$ cat src/rtl/alu_seq_ctrl_pkg.sv
// Shared definitions for the ALU sequencer: opcodes, flag indices, FSM states and
// opcode classification helpers.
package alu_defs;

  localparam logic [3:0] OpMov  = 4'h0;
  localparam logic [3:0] OpAdd  = 4'h1;
  localparam logic [3:0] OpAddc = 4'h2;
  localparam logic [3:0] OpSub  = 4'h3;
  localparam logic [3:0] OpSubc = 4'h4;
  localparam logic [3:0] OpInc  = 4'h5;
  localparam logic [3:0] OpDec  = 4'h6;
  localparam logic [3:0] OpAnd  = 4'h7;
  localparam logic [3:0] OpOr   = 4'h8;
  localparam logic [3:0] OpXor  = 4'h9;
  localparam logic [3:0] OpNot  = 4'hA;

  // Bit positions inside the {C,Z,S,V,P} flag vector.
  typedef enum int unsigned {
    FlagP = 0,
    FlagV = 1,
    FlagS = 2,
    FlagZ = 3,
    FlagC = 4
  } flag_idx_e;

  typedef enum logic [1:0] {
    StIdle,
    StExec,
    StResp
  } state_e;

  function automatic logic is_arith_v(input logic [3:0] op);
    return (op == OpAdd) || (op == OpAddc) || (op == OpSub) || (op == OpSubc);
  endfunction

  function automatic logic is_arith_c(input logic [3:0] op);
    return is_arith_v(op) || (op == OpInc) || (op == OpDec);
  endfunction

  function automatic logic is_defined(input logic [3:0] op);
    return op <= OpNot;
  endfunction

endpackage

$ cat src/rtl/alu_flag_reg.sv
// {C,Z,S,V,P} flag register; Z/S/P load on every commit, C and V only for the
// opcodes that define them.
module alu_flag_reg
  import alu_defs::*;
(
  input  logic       clk_i,
  input  logic       rst_ni,
  input  logic       commit_i,
  input  logic [3:0] op_i,
  input  logic       alu_c_i,
  input  logic       alu_z_i,
  input  logic       alu_s_i,
  input  logic       alu_v_i,
  input  logic       alu_p_i,
  output logic [4:0] flags_o
);

  logic [4:0] flags_d, flags_q;

  always_comb begin
    flags_d = flags_q;
    if (commit_i) begin
      flags_d[FlagZ] = alu_z_i;
      flags_d[FlagS] = alu_s_i;
      flags_d[FlagP] = alu_p_i;
      if (is_arith_c(op_i)) flags_d[FlagC] = alu_c_i;
      if (is_arith_v(op_i)) flags_d[FlagV] = alu_v_i;
    end
  end

  always_ff @(posedge clk_i or negedge rst_ni) begin
    if (!rst_ni) flags_q <= '0;
    else         flags_q <= flags_d;
  end

  assign flags_o = flags_q;

endmodule

$ cat src/rtl/alu_seq_ctrl.sv
// Sequencer around an external ALU: owns accumulator and flags, repeats a command
// cmd_rep+1 times. Optional perf counter behind ALU_SEQ_CTRL_PERF_EN.
module alu_seq_ctrl
  import alu_defs::*;
#(
  parameter int unsigned WIDTH = 8,
  parameter int unsigned REP_W = 3
) (
  input  logic             clk,
  input  logic             rst_n,
  input  logic             cmd_valid,
  output logic             cmd_ready,
  input  logic [3:0]       cmd_op,
  input  logic [WIDTH-1:0] cmd_data,
  input  logic [REP_W-1:0] cmd_rep,
  input  logic             abort,
  output logic             rsp_valid,
  input  logic             rsp_ready,
  output logic [WIDTH-1:0] rsp_acc,
  output logic [4:0]       rsp_flags,
  output logic             rsp_err,
  output logic [WIDTH-1:0] alu_data,
  output logic [WIDTH-1:0] alu_acc,
  output logic [3:0]       alu_oper,
  output logic             alu_carry_in,
  input  logic [WIDTH-1:0] alu_out,
  input  logic             alu_c,
  input  logic             alu_z,
  input  logic             alu_s,
  input  logic             alu_v,
  input  logic             alu_p
`ifdef ALU_SEQ_CTRL_PERF_EN
  , output logic [15:0]    perf_cnt
`endif
);

  state_e           state_d, state_q;
  logic [WIDTH-1:0] acc_d, acc_q;
  logic [WIDTH-1:0] data_d, data_q;
  logic [3:0]       op_d, op_q;
  logic [REP_W-1:0] cnt_d, cnt_q;
  logic             err_d, err_q;
  logic             commit;
  logic [4:0]       flags;

  always_comb begin
    state_d   = state_q;
    acc_d     = acc_q;
    data_d    = data_q;
    op_d      = op_q;
    cnt_d     = cnt_q;
    err_d     = err_q;
    commit    = 1'b0;
    cmd_ready = 1'b0;
    rsp_valid = 1'b0;
    unique case (state_q)
      StIdle: begin
        cmd_ready = 1'b1;
        if (cmd_valid) begin
          op_d    = cmd_op;
          data_d  = cmd_data;
          cnt_d   = cmd_rep;
          state_d = StExec;
        end
      end
      StExec: begin
        if (abort) begin
          state_d = StIdle;
        end else if (!is_defined(op_q)) begin
          // Undefined opcodes burn one cycle and leave acc/flags untouched.
          err_d   = 1'b1;
          state_d = StResp;
        end else begin
          commit = 1'b1;
          acc_d  = alu_out;
          if (cnt_q == '0) state_d = StResp;
          else             cnt_d   = cnt_q - REP_W'(1);
        end
      end
      StResp: begin
        rsp_valid = 1'b1;
        if (rsp_ready) begin
          state_d = StIdle;
          err_d   = 1'b0;
        end
      end
      default: state_d = StIdle;
    endcase
  end

  always_ff @(posedge clk or negedge rst_n) begin
    if (!rst_n) begin
      state_q <= StIdle;
      acc_q   <= '0;
      data_q  <= '0;
      op_q    <= '0;
      cnt_q   <= '0;
      err_q   <= 1'b0;
    end else begin
      state_q <= state_d;
      acc_q   <= acc_d;
      data_q  <= data_d;
      op_q    <= op_d;
      cnt_q   <= cnt_d;
      err_q   <= err_d;
    end
  end

  alu_flag_reg u_flag_reg (
    .clk_i    (clk),
    .rst_ni   (rst_n),
    .commit_i (commit),
    .op_i     (op_q),
    .alu_c_i  (alu_c),
    .alu_z_i  (alu_z),
    .alu_s_i  (alu_s),
    .alu_v_i  (alu_v),
    .alu_p_i  (alu_p),
    .flags_o  (flags)
  );

  assign alu_oper     = op_q;
  assign alu_data     = data_q;
  assign alu_acc      = acc_q;
  assign alu_carry_in = flags[FlagC];
  assign rsp_acc      = acc_q;
  assign rsp_flags    = flags;
  assign rsp_err      = err_q;

`ifdef ALU_SEQ_CTRL_PERF_EN
  logic [15:0] perf_d, perf_q;

  always_comb begin
    perf_d = perf_q;
    if (commit && (perf_q != 16'hFFFF)) perf_d = perf_q + 16'd1;
  end

  always_ff @(posedge clk or negedge rst_n) begin
    if (!rst_n) perf_q <= '0;
    else        perf_q <= perf_d;
  end

  assign perf_cnt = perf_q;
`endif

endmodule

$ cat config.mk
export PLATFORM = sky130hd
export DESIGN_NAME = alu_seq_ctrl
export DESIGN_NICKNAME = d
export VERILOG_FILES = /design/src/rtl/alu_seq_ctrl_pkg.sv /design/src/rtl/alu_flag_reg.sv /design/src/rtl/alu_seq_ctrl.sv
export SDC_FILE = /design/constraint.sdc
export NUM_CORES = 1
export LEC_CHECK = 0
export ABC_AREA = 1
export BUFFER_PORTS_ARGS = -buffer_cell sky130_fd_sc_hd__buf_2
export CORE_MARGIN = 2
export CORE_UTILIZATION = 28
export DETAILED_ROUTE_END_ITERATION = 8
export SYNTH_ARGS = -nofsm -noshare
export SYNTH_HDL_FRONTEND = slang
export SYNTH_HIERARCHICAL = 1
export SYNTH_SLANG_ARGS = --single-unit
export TNS_END_PERCENT = 100
$ cat constraint.sdc
create_clock -name clk -period 3.12 [get_ports clk]
set_input_delay 0.312 -clock clk [delete_from_list [all_inputs] [get_ports clk]]
set_output_delay 0.312 -clock clk [all_outputs]
set_load 0.03 [all_outputs]
# Word-level counts from Yosys, hierarchy flattened
# Cells that the tools add are included.
[word_totals]
ff_bits = 31
input_bits = 33
output_inout_bits = 37
wordCells = 63
[classes]
addsub = 1
order_cmp = 1
n_eq_ne = 15
mux = 20
bitwise_logic = 1
n_reduce_logical = 16
[op_table]
columns = ["cell", "count"]
rows = [
  ["4-bit by 3-bit == test with 1-bit output, second input constant", 3],
  ["3-bit 2-to-1 mux", 4],
  ["2-bit inequality test, second input constant", 6],
  ["2-bit 2-to-1 mux", 5],
  ["4-bit by 2-bit == test with 1-bit output, second input constant", 2],
  ["1-bit 2-to-1 mux", 8],
  ["2-bit one-hot mux with 3 select lines", 1],
  ["3-bit one-hot mux with 2 select lines", 1],
  ["2-bit AND reduction", 3],
  ["3-bit AND reduction", 2],
  ["1-bit logical OR", 5],
  ["5-bit AND reduction", 1],
  ["4-bit by 1-bit == test with 1-bit output, second input constant", 1],
  ["4-bit less-or-equal comparator, second input constant", 1],
  ["4-bit inequality test, second input constant", 1],
  ["4-bit AND reduction", 1],
  ["2-bit nonzero test", 2],
  ["3-bit zero test", 1],
  ["3-bit by 1-bit subtractor with 3-bit output, second input constant", 1],
  ["2-bit by 1-bit == test with 1-bit output, second input constant", 1],
  ["2-bit == test, second input constant", 1],
  ["2-bit zero test", 1],
  ["1-bit one-hot mux with 2 select lines", 1],
  ["1-bit NOT", 1],
]

# Logic depth before layout (Yosys ltp)
[logic_depth]
ltp_word = 7
mapped_depth = 9
depth_no_buf = 9

# Modules after synthesis
# Netlist, hierarchy kept.
[modules_own_cells]
columns = ["module", "n_inst", "cells_each", "area_per_inst_um2", "seq_area_each_um2"]
rows = [
  ["alu_seq_ctrl", 1, 159, 1256.2, 650.6],
  ["alu_flag_reg", 1, 30, 265.3, 125.1],
]

# Worst setup path after synthesis
# No wires, ideal clock.
[synth_path]
path_kind = "reg-to-reg"
from = "register op_q[1] (netlist: alu_oper[1])"
to = "register u_flag_reg.flags_q[0] (netlist: u_flag_reg/flags_o[0])"
setup_time_ps = 125
arrival_time_ps = 1415
path_slack_ps = 1580
stages_incl_launch_ff = 8
path_buffers = 1
period_less_slack_ps = 1540
path_cell_list = "dfrtp_1 -> nand2_1 -> nand2_1 -> nand2_1 -> nand2_4 -> inv_2 -> buf_6 -> mux2_4"
[synth_between]
elab_chain_len = 4
[synth_lines]
columns = ["item", "line", "source"]
rows = [
  ["from (decl)", "alu_seq_ctrl.sv:40", "logic [3:0] op_d, op_q;"],
  ["from (signal assigned)", "alu_seq_ctrl.sv:103", "op_q <= op_d;"],
  ["4-bit less-or-equal comparator", "alu_seq_ctrl_pkg.sv:41", "return op <= OpNot;"],
  ["1-bit 2-to-1 mux", "alu_seq_ctrl.sv:69", "end else if (!is_defined(op_q)) begin"],
  ["1-bit 2-to-1 mux", "alu_seq_ctrl.sv:67", "if (abort) begin"],
  ["1-bit 2-to-1 mux", "alu_seq_ctrl.sv:56", "unique case (state_q)"],
  ["named net commit", "alu_seq_ctrl.sv:43", "logic commit;"],
  ["to (signal assigned)", "alu_flag_reg.sv:33", "else flags_q <= flags_d;"],
  ["to (decl)", "alu_flag_reg.sv:18", "logic [4:0] flags_d, flags_q;"],
]
# The timed path passes the listed nets, and every way through them passes these cells.
# A chain may end at the register's enable or synchronous reset.

# Worst setup path in the final report
[layout_path]
from = "register state_q[0]"
to = "output cmd_ready"
[layout_between]
elab_chain_len = 2
[layout_lines]
columns = ["item", "line", "source"]
rows = [
  ["from (decl)", "alu_seq_ctrl.sv:37", "state_e state_d, state_q;"],
  ["from (signal assigned)", "alu_seq_ctrl.sv:93", "state_q <= StIdle;"],
  ["from (signal assigned)", "alu_seq_ctrl.sv:100", "state_q <= state_d;"],
  ["2-bit zero test", "alu_seq_ctrl.sv:56", ""],
  ["1-bit 2-to-1 mux", "alu_seq_ctrl.sv:56", ""],
  ["to (decl)", "alu_seq_ctrl.sv:12", "output logic cmd_ready,"],
]
# No other way between the ends.

==> impl_results.md <==
* Outcome: finished clean
* Postcts setup bufs at 0
* Seq cells post-synth at 31
* Worst r2r dst: cnt_q[0]
* CORE AREA at 5170 um2
* Clk slew on worst S/H paths at 0.07 ns
* Global-route wire length before repair at 5930 um
* Die ar. at 6040 um2
* Initial drt markers at 63
* Fillcell total at 541
* Post-Synthesis Cells at 189
* Final Cycle Share at 57.2%
* Most frequent cell after synthesis: nand2_1
* Slowest CP cell: dfrtp_1
* Vias at 1346
* Routability cong. at 0.815
* CTS tree: built
* WL/cell at 10.9 um
* Top-area cell type share of the netlist area at 51.0%
* Dpl cells at 315
* Layout area overhead at 30.1%
* Avg Cell Area, Syn at 8.05 um2
* RSZ-0062 raised after global routing: no
* Fin. max-slew vios at 0
* Crit. End Element: output pin
* Max-cap violations at 0
* Setup crit start: state_q[0]
* Vias/cell at 4.17
* Fmax at 0.560 GHz
* H-tree depth at 2
* Async S/R FF share, synth at 100%
* Initial Util at 29.4%
* Synth Warn # at 6
* Largest area contributor in the netlist: dfrtp_1
* Actual slew at the worst max-slew pin at 0.692 ns
* Die X at 77.7 um
* Clk sinks at 31
* Flop-to-flop setup slack at 1.44 ns
* Global route overflow at 0
* Setup TNS Final at 0 ns
* Final hold vios at 0
* Final setup vio count at 0
* Vias in the first global route at 1241
* Pint at 1220 uW
* Critical path arrival at 1.47 ns
* Crit path max fanout at 14
* DP Wirelength at 2670 um
* Clock skew at 0.0107 ns
* Startpoint type of the worst setup path: register
* Longest Clk Path Bufs at 2
* Max stage delay on crit path at 0.45 ns
* Total Routing Usage GR at 12.7%
* Largest net degree at the start of global routing at 32
* Syn_nets at 224
* Crit path to: cmd_ready
* WS Path Type: reg -> out
* Final WL at 3510 um
* Tot Pwr at 2390 uW
* Net Switching at 1170 uW
* Worst r2r path cells at 5
* R2r startpoint: state_q[0]
* Leak at 0.00118 uW
* Crit path cell chain: nor2_2 > buf_2
* Logic pwr share at 52.4%
* Worst-Skew Late Latency at 0.28 ns
* NumNets Final at 287
* Post-synthesis sequential area ratio at 51.0%
* Post-synth EDFFs at 0
* Clk root buf: clkbuf_8
* N_diodes at 0
* Num CTS Buffers at 5
* FP Rows at 26
* Post-cts resize count at 0
* Sw Ratio at 48.9%
* CP required at 2.81 ns
* Clk pwr share at 17.0%
* Final min period at 1.79 ns
* Pwr per Cell Area at 1210 nW/um2
* Synth Flop Type: dfrtp_1
* First drt pass iteration count at 4
* Top post-synthesis cells by area: dfrtp_1, nand2_1, nand3_1, buf_4, inv_1
* Hold buffer count at CTS at 0
* Finished Layout Cells at 323
* Max VDD drop at 0.500 mV
* Antenna violations before repair at 0
* Die height at 77.7 um
* Register area at 776 um2
* I/O Buffers at 69
* Hold WC Path Type: in -> async
* Cell area after synthesis at 1520 um2
* Library cells used by synthesis at 19
* Drc violations at 0
* Slew headroom at 53.9%
* Antenna-violating nets left at 0
* Commonest cells in the netlist: nand2_1, dfrtp_1, nand3_1
* Multi-input gate area at 589 um2
* Io pins at 70
* Fraction of layout cells with a size suffix above 1 at 34.4%
* Sequential power share at 30.7%
-- sequential cells by signal, indices dropped and copies added, names as in the netlist --
signal / flops
alu_oper: 4
alu_data: 8
alu_acc: 8
u_flag_reg/flags_o: 5
state_q: 2
cnt_q: 3
rsp_err: 1
-- cell type report --
| type | count | share of cell area (%) |
|---|---|---|
| Timing Repair Buffer | 69 | 17.4 |
| Clock buffer | 6 | 4.17 |
| Clock inverter | 2 | 1.77 |
| Multi-Input combinational cell | 128 | 29.8 |
| Tap cell | 70 | 4.42 |
| Inverter | 17 | 3.22 |
| Sequential cell | 31 | 39.2 |
-- cell families after synthesis --
logic type | count (synthesis) | synth area share, %
buffers and inverters | 30 | 10.3
AND/OR/NAND/NOR | 120 | 33.1
flip-flops | 31 | 51.0
adder cells (fa/ha/maj) | 2 | 1.64
multiplexers | 3 | 2.96
AO/OA/AOI/OAI | 3 | 0.986
-- critical path, delay by kind of cell (launching register included) --
| family | cells | cell delay (ns) |
|---|---|---|
| buffers and inverters | 1 | 0.30 |
| and+or+nand+nor | 1 | 0.44 |
| DFF | 1 | 0.45 |
-- cells in the final DEF, fill, tap and decap left out, types with 2 or more instances in the layout --
master	Yosys	final
nor2_1	8	8
clkbuf_8	0	6
nor2_2	2	2
mux2_4	3	3
nand2_2	2	2
ha_1	2	2
dfrtp_1	31	31
buf_2	2	69
inv_1	16	16
nand3_1	23	23
nand2_1	83	83
-- worst min-delay path by stage --
stage	slack, ns	end	cells past startpoint	from
floorplan	0.02	alu_acc[0]	0	rst_n
global placement	0.41	alu_data[1]	1	rst_n
detailed placement	0.41	alu_data[6]	1	rst_n
CTS	0.09	alu_data[6]	1	rst_n
global route	0.13	alu_data[2]	1	rst_n
finish	0.07	alu_data[2]	1	rst_n
-- routing by layer --
layer	wire, um	global-route usage [%]	vias up
li1	-	-	699
met1	1710	18.3	597
met2	1510	17.6	46
met3	249	4.42	4
met4	34	4.29	0
met5	0	0	-
-- power groups by stage --
stage                     Combinational (uW)  Clock [uW]  Sequential, uW
final                                   1250         406             734
after global routing                    1380         442             766
after CTS                               1270         421             738
after detailed placement                1270           0             743
after global placement                  1260           0             742
after floorplan                          688           0            1040
-- stage by stage --
stage / setup slack, ns / cell area (um2) / utilization (%) / hold slack, ns
detailed placement: 1.44 / 1860 / 36.0 / 0.405
global route: 1.23 / 1980 / 38.3 / 0.132
CTS: 1.31 / 1980 / 38.3 / 0.0937
global placement: 1.51 / 1860 / 36.0 / 0.409
finish: 1.33 / 1980 / 38.3 / 0.0681
floorplan: 1.58 / 1520 / - / 0.0164
(Power assumes the default switching activity.)
